### src/rtl/audio_ci_pkg.sv
// Shared types and constants for the audio sample FIFO custom instruction.
package audio_ci_pkg;

  typedef enum logic [1:0] {
    CMD_POP    = 2'd0,
    CMD_PEEK   = 2'd1,
    CMD_STATUS = 2'd2,
    CMD_CLEAR  = 2'd3
  } ci_cmd_e;

  typedef enum logic [1:0] {
    IDLE = 2'd0,
    EXEC = 2'd1,
    RESP = 2'd2
  } ci_state_e;

  localparam int unsigned ST_OVF   = 31;
  localparam int unsigned ST_UDF   = 30;
  localparam int unsigned ST_EMPTY = 29;
  localparam int unsigned ST_FULL  = 28;

endpackage

### src/rtl/audio_sample_fifo_ci_if.sv
// Avalon-ST sample sink plus Nios II multicycle custom-instruction bus.
interface audio_sample_fifo_ci_if #(
  parameter int unsigned DATA_W = 24
);
  logic [DATA_W-1:0] snk_data;
  logic              snk_valid;
  logic              snk_ready;
  logic              clk_en;
  logic              start;
  logic [1:0]        n;
  logic [31:0]       dataa;
  logic [31:0]       datab;
  logic [31:0]       result;
  logic              done;

  modport master (
    output snk_data, snk_valid, clk_en, start, n, dataa, datab,
    input  snk_ready, result, done
  );

  modport slave (
    input  snk_data, snk_valid, clk_en, start, n, dataa, datab,
    output snk_ready, result, done
  );
endinterface

### src/rtl/sample_ram_dp.sv
// Simple dual-port sample store: synchronous write, asynchronous read.
module sample_ram_dp #(
  parameter int unsigned DATA_W = 24,
  parameter int unsigned DEPTH  = 32,
  parameter int unsigned ADDR_W = $clog2(DEPTH)
) (
  input  logic              clk,
  input  logic              we,
  input  logic [ADDR_W-1:0] waddr,
  input  logic [DATA_W-1:0] wdata,
  input  logic [ADDR_W-1:0] raddr,
  output logic [DATA_W-1:0] rdata
);
  logic [DATA_W-1:0] mem [DEPTH];

  always_ff @(posedge clk) begin
    if (we) mem[waddr] <= wdata;
  end

  assign rdata = mem[raddr];
endmodule

### src/rtl/audio_sample_fifo_ci.sv
// Audio sample FIFO: Avalon-ST sink in, Nios II multicycle custom instruction out
// with pop/peek/status/clear commands and sticky overflow/underflow flags.
module audio_sample_fifo_ci
  import audio_ci_pkg::*;
#(
  parameter int unsigned DATA_W = 24,
  parameter int unsigned DEPTH  = 32,
  parameter int unsigned CNT_W  = $clog2(DEPTH) + 1
) (
  input logic                   clk,
  input logic                   reset,
  audio_sample_fifo_ci_if.slave bus
);
  localparam int unsigned         PTR_W    = $clog2(DEPTH);
  localparam logic [CNT_W-1:0]    FULL_CNT = CNT_W'(DEPTH);

  ci_state_e         state_q, state_d;
  ci_cmd_e           cmd_q, cmd_d;
  logic [PTR_W-1:0]  rd_ptr_q, rd_ptr_d, wr_ptr_q, wr_ptr_d;
  logic [CNT_W-1:0]  count_q, count_d;
  logic              ovf_q, ovf_d, udf_q, udf_d, ready_q, ready_d;
  logic [31:0]       result_q, result_d;
  logic [DATA_W-1:0] rd_data;
  logic              push, pop, clear;

  logic unused_ci;
  assign unused_ci = ^{bus.dataa, bus.datab};

  sample_ram_dp #(
    .DATA_W(DATA_W),
    .DEPTH (DEPTH),
    .ADDR_W(PTR_W)
  ) u_ram (
    .clk  (clk),
    .we   (push),
    .waddr(wr_ptr_q),
    .wdata(bus.snk_data),
    .raddr(rd_ptr_q),
    .rdata(rd_data)
  );

  always_comb begin
    state_d  = state_q;
    cmd_d    = cmd_q;
    result_d = result_q;
    udf_d    = udf_q;
    pop      = 1'b0;
    clear    = 1'b0;

    unique case (state_q)
      IDLE: begin
        if (bus.clk_en && bus.start) begin
          state_d = EXEC;
          cmd_d   = ci_cmd_e'(bus.n);
        end
      end
      EXEC: begin
        if (bus.clk_en) begin
          state_d = RESP;
          unique case (cmd_q)
            CMD_POP, CMD_PEEK: begin
              if (count_q == '0) begin
                result_d = '0;
                udf_d    = 1'b1;
              end else begin
                result_d = 32'($signed(rd_data));
                pop      = (cmd_q == CMD_POP);
              end
            end
            CMD_STATUS: begin
              result_d              = '0;
              result_d[ST_OVF]      = ovf_q;
              result_d[ST_UDF]      = udf_q;
              result_d[ST_EMPTY]    = (count_q == '0);
              result_d[ST_FULL]     = (count_q == FULL_CNT);
              result_d[CNT_W-1:0]   = count_q;
            end
            CMD_CLEAR: begin
              result_d = '0;
              clear    = 1'b1;
            end
            default: ;
          endcase
        end
      end
      RESP: begin
        if (bus.clk_en) state_d = IDLE;
      end
      default: state_d = IDLE;
    endcase

    // A push landing in the same cycle as CLEAR is dropped with the rest of the contents.
    push     = bus.snk_valid && ready_q && !clear;
    rd_ptr_d = clear ? '0 : (pop ? rd_ptr_q + PTR_W'(1) : rd_ptr_q);
    wr_ptr_d = clear ? '0 : (push ? wr_ptr_q + PTR_W'(1) : wr_ptr_q);
    count_d  = clear ? '0 : count_q + CNT_W'(push) - CNT_W'(pop);
    ovf_d    = clear ? 1'b0 : (ovf_q || (bus.snk_valid && !ready_q));
    if (clear) udf_d = 1'b0;
    ready_d  = (count_d != FULL_CNT);
  end

  always_ff @(posedge clk or negedge reset) begin
    if (!reset) begin
      state_q  <= IDLE;
      cmd_q    <= CMD_POP;
      rd_ptr_q <= '0;
      wr_ptr_q <= '0;
      count_q  <= '0;
      ovf_q    <= 1'b0;
      udf_q    <= 1'b0;
      ready_q  <= 1'b1;
      result_q <= '0;
    end else begin
      state_q  <= state_d;
      cmd_q    <= cmd_d;
      rd_ptr_q <= rd_ptr_d;
      wr_ptr_q <= wr_ptr_d;
      count_q  <= count_d;
      ovf_q    <= ovf_d;
      udf_q    <= udf_d;
      ready_q  <= ready_d;
      result_q <= result_d;
    end
  end

  assign bus.snk_ready = ready_q;
  assign bus.result    = result_q;
  // done pulses on the cycle the FSM leaves RESP, so a clk_en stall cannot stretch it.
  assign bus.done      = bus.clk_en && (state_q == RESP);
endmodule

### src/flat_wrapper.sv
// flat-port wrapper written by rule: the top's interface ports become plain ports
module audio_sample_fifo_ci_flat import audio_ci_pkg::*;
#(
  parameter int unsigned DATA_W = 24,
  parameter int unsigned DEPTH  = 32,
  parameter int unsigned CNT_W  = $clog2(DEPTH) + 1
)
  (clk, reset, bus_snk_data, bus_snk_valid, bus_clk_en, bus_start, bus_n, bus_dataa, bus_datab, bus_snk_ready, bus_result, bus_done);
  audio_sample_fifo_ci_if #(.DATA_W(DATA_W)) bus_i ();
  input logic clk;
  input logic reset;
  input wire logic [$bits(bus_i.snk_data)-1:0] bus_snk_data;
  input wire logic [$bits(bus_i.snk_valid)-1:0] bus_snk_valid;
  input wire logic [$bits(bus_i.clk_en)-1:0] bus_clk_en;
  input wire logic [$bits(bus_i.start)-1:0] bus_start;
  input wire logic [$bits(bus_i.n)-1:0] bus_n;
  input wire logic [$bits(bus_i.dataa)-1:0] bus_dataa;
  input wire logic [$bits(bus_i.datab)-1:0] bus_datab;
  output wire logic [$bits(bus_i.snk_ready)-1:0] bus_snk_ready;
  output wire logic [$bits(bus_i.result)-1:0] bus_result;
  output wire logic [$bits(bus_i.done)-1:0] bus_done;
  assign bus_i.snk_data = bus_snk_data;
  assign bus_i.snk_valid = bus_snk_valid;
  assign bus_i.clk_en = bus_clk_en;
  assign bus_i.start = bus_start;
  assign bus_i.n = bus_n;
  assign bus_i.dataa = bus_dataa;
  assign bus_i.datab = bus_datab;
  assign bus_snk_ready = bus_i.snk_ready;
  assign bus_result = bus_i.result;
  assign bus_done = bus_i.done;
  audio_sample_fifo_ci #(.DATA_W(DATA_W), .DEPTH(DEPTH), .CNT_W(CNT_W)) u_core (.clk(clk), .reset(reset), .bus(bus_i));
endmodule
### config.mk
export PLATFORM = sky130hd
export DESIGN_NAME = audio_sample_fifo_ci_flat
export DESIGN_NICKNAME = d
export VERILOG_FILES = /design/src/rtl/audio_ci_pkg.sv /design/src/rtl/audio_sample_fifo_ci_if.sv /design/src/rtl/sample_ram_dp.sv /design/src/rtl/audio_sample_fifo_ci.sv /design/src/flat_wrapper.sv
export SDC_FILE = /design/constraint.sdc
export NUM_CORES = 1
export LEC_CHECK = 0
export ABC_AREA = 1
export CAP_MARGIN = 20
export CORE_ASPECT_RATIO = 1.2
export CORE_MARGIN = 4
export CORE_UTILIZATION = 61
export CTS_CLUSTER_DIAMETER = 80
export DETAILED_ROUTE_END_ITERATION = 12
export GPL_ROUTABILITY_DRIVEN = 0
export PLACE_DENSITY_LB_ADDON = 0.2
export RECOVER_POWER = 100
export SLEW_MARGIN = 40
export SYNTH_ARGS = -nofsm -noshare
export SYNTH_HDL_FRONTEND = slang
export SYNTH_SLANG_ARGS = --single-unit
### constraint.sdc
create_clock -name clk -period 3.9 [get_ports clk]
set_input_delay 0.78 -clock clk [delete_from_list [all_inputs] [get_ports clk]]
set_output_delay 0.78 -clock clk [all_outputs]
set_load 0.005 [all_outputs]
==> results.toml, run 1 <==
[logic_synthesis]
synth.most_common_cell = "edfxtp_1"
synth_top_cell_area_share = 0.6966
synth_cell_types = 31
yosysSeqAreaShare = 0.7352
syn_nets = 2838
postSynthCellCount = 2728
ys.flop_type = "edfxtp_1"
synth-edff-count = 768
synth_async_sr_flop_share = 0.06227
netlist_area_mm2 = 0.03311
synth_top_area_cell = "edfxtp_1"
ys_top_cells_by_area = "edfxtp_1 70%, nor2_1 5.3%, nand2_1 4.7%"
syn_area_per_cell_um2 = 12.14
ys_warn_count = 0
synthTopCellsByCount = "768 x edfxtp_1, 467 x nor2_1, 416 x nand2_1"
ys_ff_latch = 819

[setup_path]
slowest_delay_ns = 0.68
crit_chain = "dlygate4sd3_1 -> nand3_1 -> buf_4 -> inv_1 -> nand3_1 -> inv_1 -> nor2_1 -> buf_4 -> nand2_1 -> clkbuf_1 -> nor2_1 -> clkbuf_1"
crit_path_end_kind = "flop"
setup.worst_path.start = "bus_clk_en"
rr_worst_depth = 8
worstReg2RegEnd = "u_core.bus.result[15]$_DFFE_PN0P_"
path_max_fanout = 13
worstSetupPathType = "in2reg"
path_buf_inv = 7
crit_required_ns = 4.14
critPathTopFamily = "buffers and inverters"
rrSetupSlack_ns = 0.44
startpoint_type = "input port"
crit_end = "u_core.u_ram.mem[12][17]$_DFFE_PP_"
arrival_ns = 3.81
rr_startpoint = "u_core.rd_ptr_q[0]$_DFFE_PN0P_"
slowest_stage = "clkbuf_1"
path_depth = 12

[worst_hold_path]
holdCritPathClass = "reg2reg"

[clocking]
hold_buffers = 0
cts_max_level = 3
clock-sinks = 819
cts_tree = "built"
cts_resized = 0
clockRootBuffer = "clkbuf_16"
cts_setup_buffers = 0
clk_path_buf_depth = 3
cts_made_buffers = 75
clk_pin_slew_worst_paths_ns = 0.06
insertion_delay_ns = 0.62

[drt]
vias_per_cell = 6.054
num_vias = 21660
ant_nets = 0
drt_first_pass_iters = 5
drtIter0Drc = 2481
wl_um = 82100
wire_per_inst_um = 22.95
drcViolationCount = 0

[timing]
tns_ns = 0
hold-worst-slack_ns = 0.4727
max_slew_margin = -0.2449
slew_violations = 718
worst_pin_slew_ns = 1.867
rsz0062_at_grt = "false"
final_hold_viol_count = 0
clock.fmax_ghz = 0.2802
fin_crit_ns = 3.568
clock_skew_ns = 0.01625
finalSetupViolations = 0
fin_crit_sh = 0.9149

[die]
fp-row-count = 93
dieArea_mm2 = 0.05808
initial_utilization = 0.6158
io_pins = 129
die_height_um = 263.2
die_w_um = 220.7
fp.coreArea_mm2 = 0.05376

[power]
ir_drop_mv = 0.5851
finalPower_mw = 24.41
p_per_area_mw_per_mm2 = 656.9
p_leak_nw = 13.12

[grt]
grt_pass1_wl_um = 123600
grt_max_degree = 160
overflow = 0
grt_pass1_vias = 21230
antenna_found_initial = 0
grt_usage = 0.2819

[placed_design]
io_buffers = 64
dp_hpwl_um = 47470
dp.cells = 3441

[layout]
drive_gt1_frac = 0.07746
area_growth_pct = 12.24
regArea_mm2 = 0.02435
multi_input_area_mm2 = 0.007676
fill_cells = 3766
antennaDiodeCount = 0
layout.nets = 2916
stdcell_count = 3578

[outcome]
status = "complete, but fails checks"
violations = "max-capacitance violations, max-slew violations"

[run]
drv_cap = 22
[through the flow]
stage               setup slack [ns]  cell area [µm²]  utilization
floorplan                     0.8848            33110            -
global placement              0.2268            35040       0.6518
detailed placement            0.1881            35010       0.6513
CTS                           0.7712            37480       0.6972
global route                  0.2221            37160       0.6912
finish                        0.3317            37160       0.6912
[kinds of logic (layout without fill, tap and decap cells)]
family / Yosys count / after routing / synth area share
compound gates: 511 / 511 / 0.08504
xor+xnor: 2 / 2 / 0.0005292
fa+ha+maj: 15 / 15 / 0.005896
buf+inv: 267 / 405 / 0.03700
flops: 819 / 819 / 0.7352
simple gates: 1114 / 1114 / 0.1363
[worst register-to-register path, delay by kind of cell, from the launching register on]
family                 cells  cell delay, ns
AOI/OAI and AO/OA          2            0.50
and+or+nand+nor            4            0.52
buffers and inverters      2            1.09
DFF                        1            1.24
[metal layers]
layer | GRT usage | part of all wire
met5 | 0 | 0
met3 | 0.03798 | 0.081
met4 | 0.1350 | 0.045
met1 | 0.3739 | 0.37
met2 | 0.4646 | 0.50
[area by class of cell]
cell class,count,area share
tap,712,0.02397
clock inverter,38,0.009496
timing repair buffer,167,0.03731
clock buffer,99,0.05691
sequential,819,0.6552
inverter,101,0.01054
multi-input combinational,1642,0.2066
[flip-flops by register name, summed over array words and instances (netlist names)]
signal,flops
u_core.bus.result,28
u_core.bus.snk_ready,1
u_core.cmd_q,2
u_core.count_q,6
u_core.ovf_q,1
u_core.rd_ptr_q,5
u_core.state_q,2
u_core.u_ram.mem,768
u_core.udf_q,1
u_core.wr_ptr_q,5
[placed cells by master, fill, tap and decap left out, types with 12 or more instances in the layout]
master	Yosys	layout
a21oi_1	47	47
buf_12	0	15
buf_4	29	33
clkbuf_1	73	63
clkbuf_16	0	81
clkbuf_2	0	12
clkinv_1	1	16
clkinv_2	0	14
dfrtp_1	50	47
dlygate4sd3_1	0	53
edfxtp_1	768	768
ha_1	14	14
inv_1	97	95
nand2_1	416	416
nand3_1	200	202
nor2_1	467	445
nor2_4	0	18
o211ai_1	68	68
o21ai_0	303	304
o21ai_1	33	32
o22ai_1	51	51
or2_2	20	20
[how the worst min path moves through the flow]
stage / startpoint / endpoint / slack, ns / cells after the start
global placement: u_core.bus.result[31]$_DFFE_PN0P_ / u_core.bus.result[31]$_DFFE_PN0P_ / 0.47 / 2
detailed placement: u_core.bus.result[31]$_DFFE_PN0P_ / u_core.bus.result[31]$_DFFE_PN0P_ / 0.46 / 2
floorplan: u_core.udf_q$_DFFE_PN0P_ / u_core.udf_q$_DFFE_PN0P_ / 0.46 / 2
finish: u_core.bus.result[31]$_DFFE_PN0P_ / u_core.bus.result[31]$_DFFE_PN0P_ / 0.47 / 2
CTS: reset / u_core.bus.result[28]$_DFFE_PN0P_ / 0.21 / 1
global route: u_core.bus.result[13]$_DFFE_PN0P_ / u_core.bus.result[13]$_DFFE_PN0P_ / 0.49 / 2
[where the power goes]
| part | internal, mW | total (mW) | switching (mW) |
|---|---|---|---|
| Combinational | 1.99 | 6.36 | 4.37 |
| Sequential | 10.3 | 10.7 | 0.365 |
| Clock | 4.28 | 7.36 | 3.08 |
(Power assumes the default switching activity.)
==> inputs of run 2 (changes only) <==
- HOLD_SLACK_MARGIN: not set -> 0.08
==> results of run 2 <==
Same layout as run 1: the final DEF is identical, and so are final timing and power.
==> inputs of run 3 (changes only) <==
- CORE_UTILIZATION: 61 -> 46
- SLEW_MARGIN: 40 -> 10
==> run 3 against run 2 <==
  * The flow still finishes with violations (max-capacitance violations, max-slew violations)
  * Via count is 1.9% lower
  * Clock skew is 0.0038 ns higher
  * Power is 2.4% higher
  * Die area is 31% higher
  * Worst setup slack better by 0.056 ns
  * Sequential share of layout area is 1.1 points lower
  * Hold slack better by 0.0071 ns
  * Combinational power is 0.9% higher
  * Routed wire length is 3.6% higher
  * Critical path type unchanged
  * Largest cell class unchanged
  * Highest routed layer is now met5
==> results.toml, run 3 (same netlist as run 1, synthesis figures left out) <==
[layout]
top_register = "u_core.u_ram.mem"
area_growth_pct = 14.18
drive_gt1_frac = 0.08429
layout.nets = 2912
final_area_mm2 = 0.03780
fin_util = 0.5307
layout_common_cells = "768 x edfxtp_1, 442 x nor2_1, 416 x nand2_1, 303 x o21ai_0, 203 x nand3_1"
final_common_cell = "edfxtp_1"
stdcell_count = 3799
largest_register_ffs = 768
fill_cells = 6004

[clocking]
cts_tree = "built"
clk_pin_slew_worst_paths_ns = 0.06
cts_setup_buffers = 0
cts_max_level = 3
clockRootBuffer = "clkbuf_16"
insertion_delay_ns = 0.62
cts_resized = 0
cts_made_buffers = 82
clk_path_buf_depth = 3
clock-sinks = 819

[drt]
drcViolationCount = 0
wl_um = 85070
ant_nets = 0
vias_per_cell = 5.595
wire_per_inst_um = 22.39
drt_first_pass_iters = 5
drtIter0Drc = 2083
num_vias = 21260

[power]
p_leak_nw = 13.26
finalPower_mw = 25.00
p_per_area_mw_per_mm2 = 661.3
ir_drop_mv = 0.3899

[grt]
overflow = 0
grt_max_degree = 178
grt_pass1_vias = 20940
grt_pass1_wl_um = 127400
grt_usage = 0.2200
antenna_found_initial = 4

[timing]
max_slew_margin = -0.3000
finalSetupViolations = 0
tns_ns = 0
clock_skew_ns = 0.02005
fin_crit_sh = 0.9005
final_hold_viol_count = 0
hold-worst-slack_ns = 0.4798
slew_violations = 859
rsz0062_at_grt = "false"
clock.fmax_ghz = 0.2847
layout_setup_ws_ns = 0.3879
worst_pin_slew_ns = 1.950
fin_crit_ns = 3.512

[setup_path]
critPathTopFamily = "buffers and inverters"
crit_chain = "dlygate4sd3_1 -> nand3_1 -> buf_4 -> inv_1 -> nand3_1 -> inv_1 -> nor2_2 -> buf_4 -> nand2_1 -> clkbuf_1 -> nor2_4 -> buf_4"
slowest_stage = "dlygate4sd3_1"
worstSetupPathType = "in2reg"
crit_path_end_kind = "flop"
path_max_fanout = 31
crit_required_ns = 4.19
arrival_ns = 3.80
slowest_delay_ns = 0.58
crit_path_frequent_cell = "buf_4"
path_buf_inv = 7
startpoint_type = "input port"

[die]
fp-row-count = 107
die_w_um = 252.9
die_height_um = 301.9
io_pins = 129
initial_utilization = 0.4648
dieArea_mm2 = 0.07634
fp.coreArea_mm2 = 0.07122

[placed_design]
placed_area_mm2 = 0.03521
post-place-ws_ns = 0.2853
dp_hpwl_um = 48340
io_buffers = 64
dp.cells = 3640

[run]
drv_cap = 22

[worst_hold_path]
holdCritPathClass = "reg2reg"

[outcome]
violations = "max-capacitance violations, max-slew violations"
status = "complete, but fails checks"
[run 3: cell types whose count changed in the layout (fill, tap and decap cells not counted), sizes merged]
cell	change
buf	+9
bufinv	+1
clkbuf	-20
clkdlybuf4s50	+1
clkinv	+9
diode	+2
dlygate4sd3	+4
dlymetal6s2s	-1
inv	+2
[run 3: cell type report]
cell class | instances | area [µm²] | share of cell area
Antenna cell | 2 | 5.005 | 0.0001324
Clock inverter | 50 | 481.7 | 0.01274
Timing Repair Buffer | 156 | 1456 | 0.03853
Clock buffer | 103 | 2255 | 0.05965
Tap cell | 926 | 1159 | 0.03065
Sequential cell | 819 | 24350 | 0.6441
Multi-Input combinational cell | 1642 | 7709 | 0.2039
Inverter | 101 | 387.9 | 0.01026
[run 3: final timing paths]
kind / slack [ns] / from / to / cells past startpoint
min: 0.48 / u_core.bus.result[17]$_DFFE_PN0P_ / u_core.bus.result[17]$_DFFE_PN0P_ / 2
max in group asynchronous: 2.06 / reset / u_core.bus.result[7]$_DFFE_PN0P_ / 3
min reg2reg: 0.48 / u_core.bus.result[17]$_DFFE_PN0P_ / u_core.bus.result[17]$_DFFE_PN0P_ / 2
max reg2reg: 0.47 / u_core.rd_ptr_q[0]$_DFFE_PN0P_ / u_core.bus.result[9]$_DFFE_PN0P_ / 9
max: 0.39 / bus_clk_en / u_core.u_ram.mem[0][18]$_DFFE_PP_ / 12
min in group asynchronous: 0.76 / reset / u_core.state_q[1]$_DFFE_PN0P_ / 2
[run 3: power by group]
group / total [mW] / leakage [nW] / switching (mW) / internal (mW)
Clock: 7.94 / 1.35 / 3.30 / 4.64
Combinational: 6.42 / 4.36 / 4.43 / 1.99
Sequential: 10.6 / 7.56 / 0.311 / 10.3
[run 3: worst register-to-register path, delay by kind of cell (launching register included)]
family / cells / cell delay, ns
compound gates: 2 / 0.72
simple gates: 5 / 0.64
buf+inv: 2 / 1.39
flops: 1 / 0.63
[run 3: repair_timing]
item / 4_1_cts / 5_1_grt
hold endpoints to repair: 0 / 9
hold buffers: 0 / 1
setup endpoints to repair: 0 / 0
[run 3: per-layer routing]
layer,GRT usage,part of all wire,vias to the layer above
li1,-,-,9829
met1,0.2882,0.42,10610
met2,0.3788,0.50,668
met3,0.03216,0.055,147
met4,0.07646,0.032,4
met5,0,0.00032,-
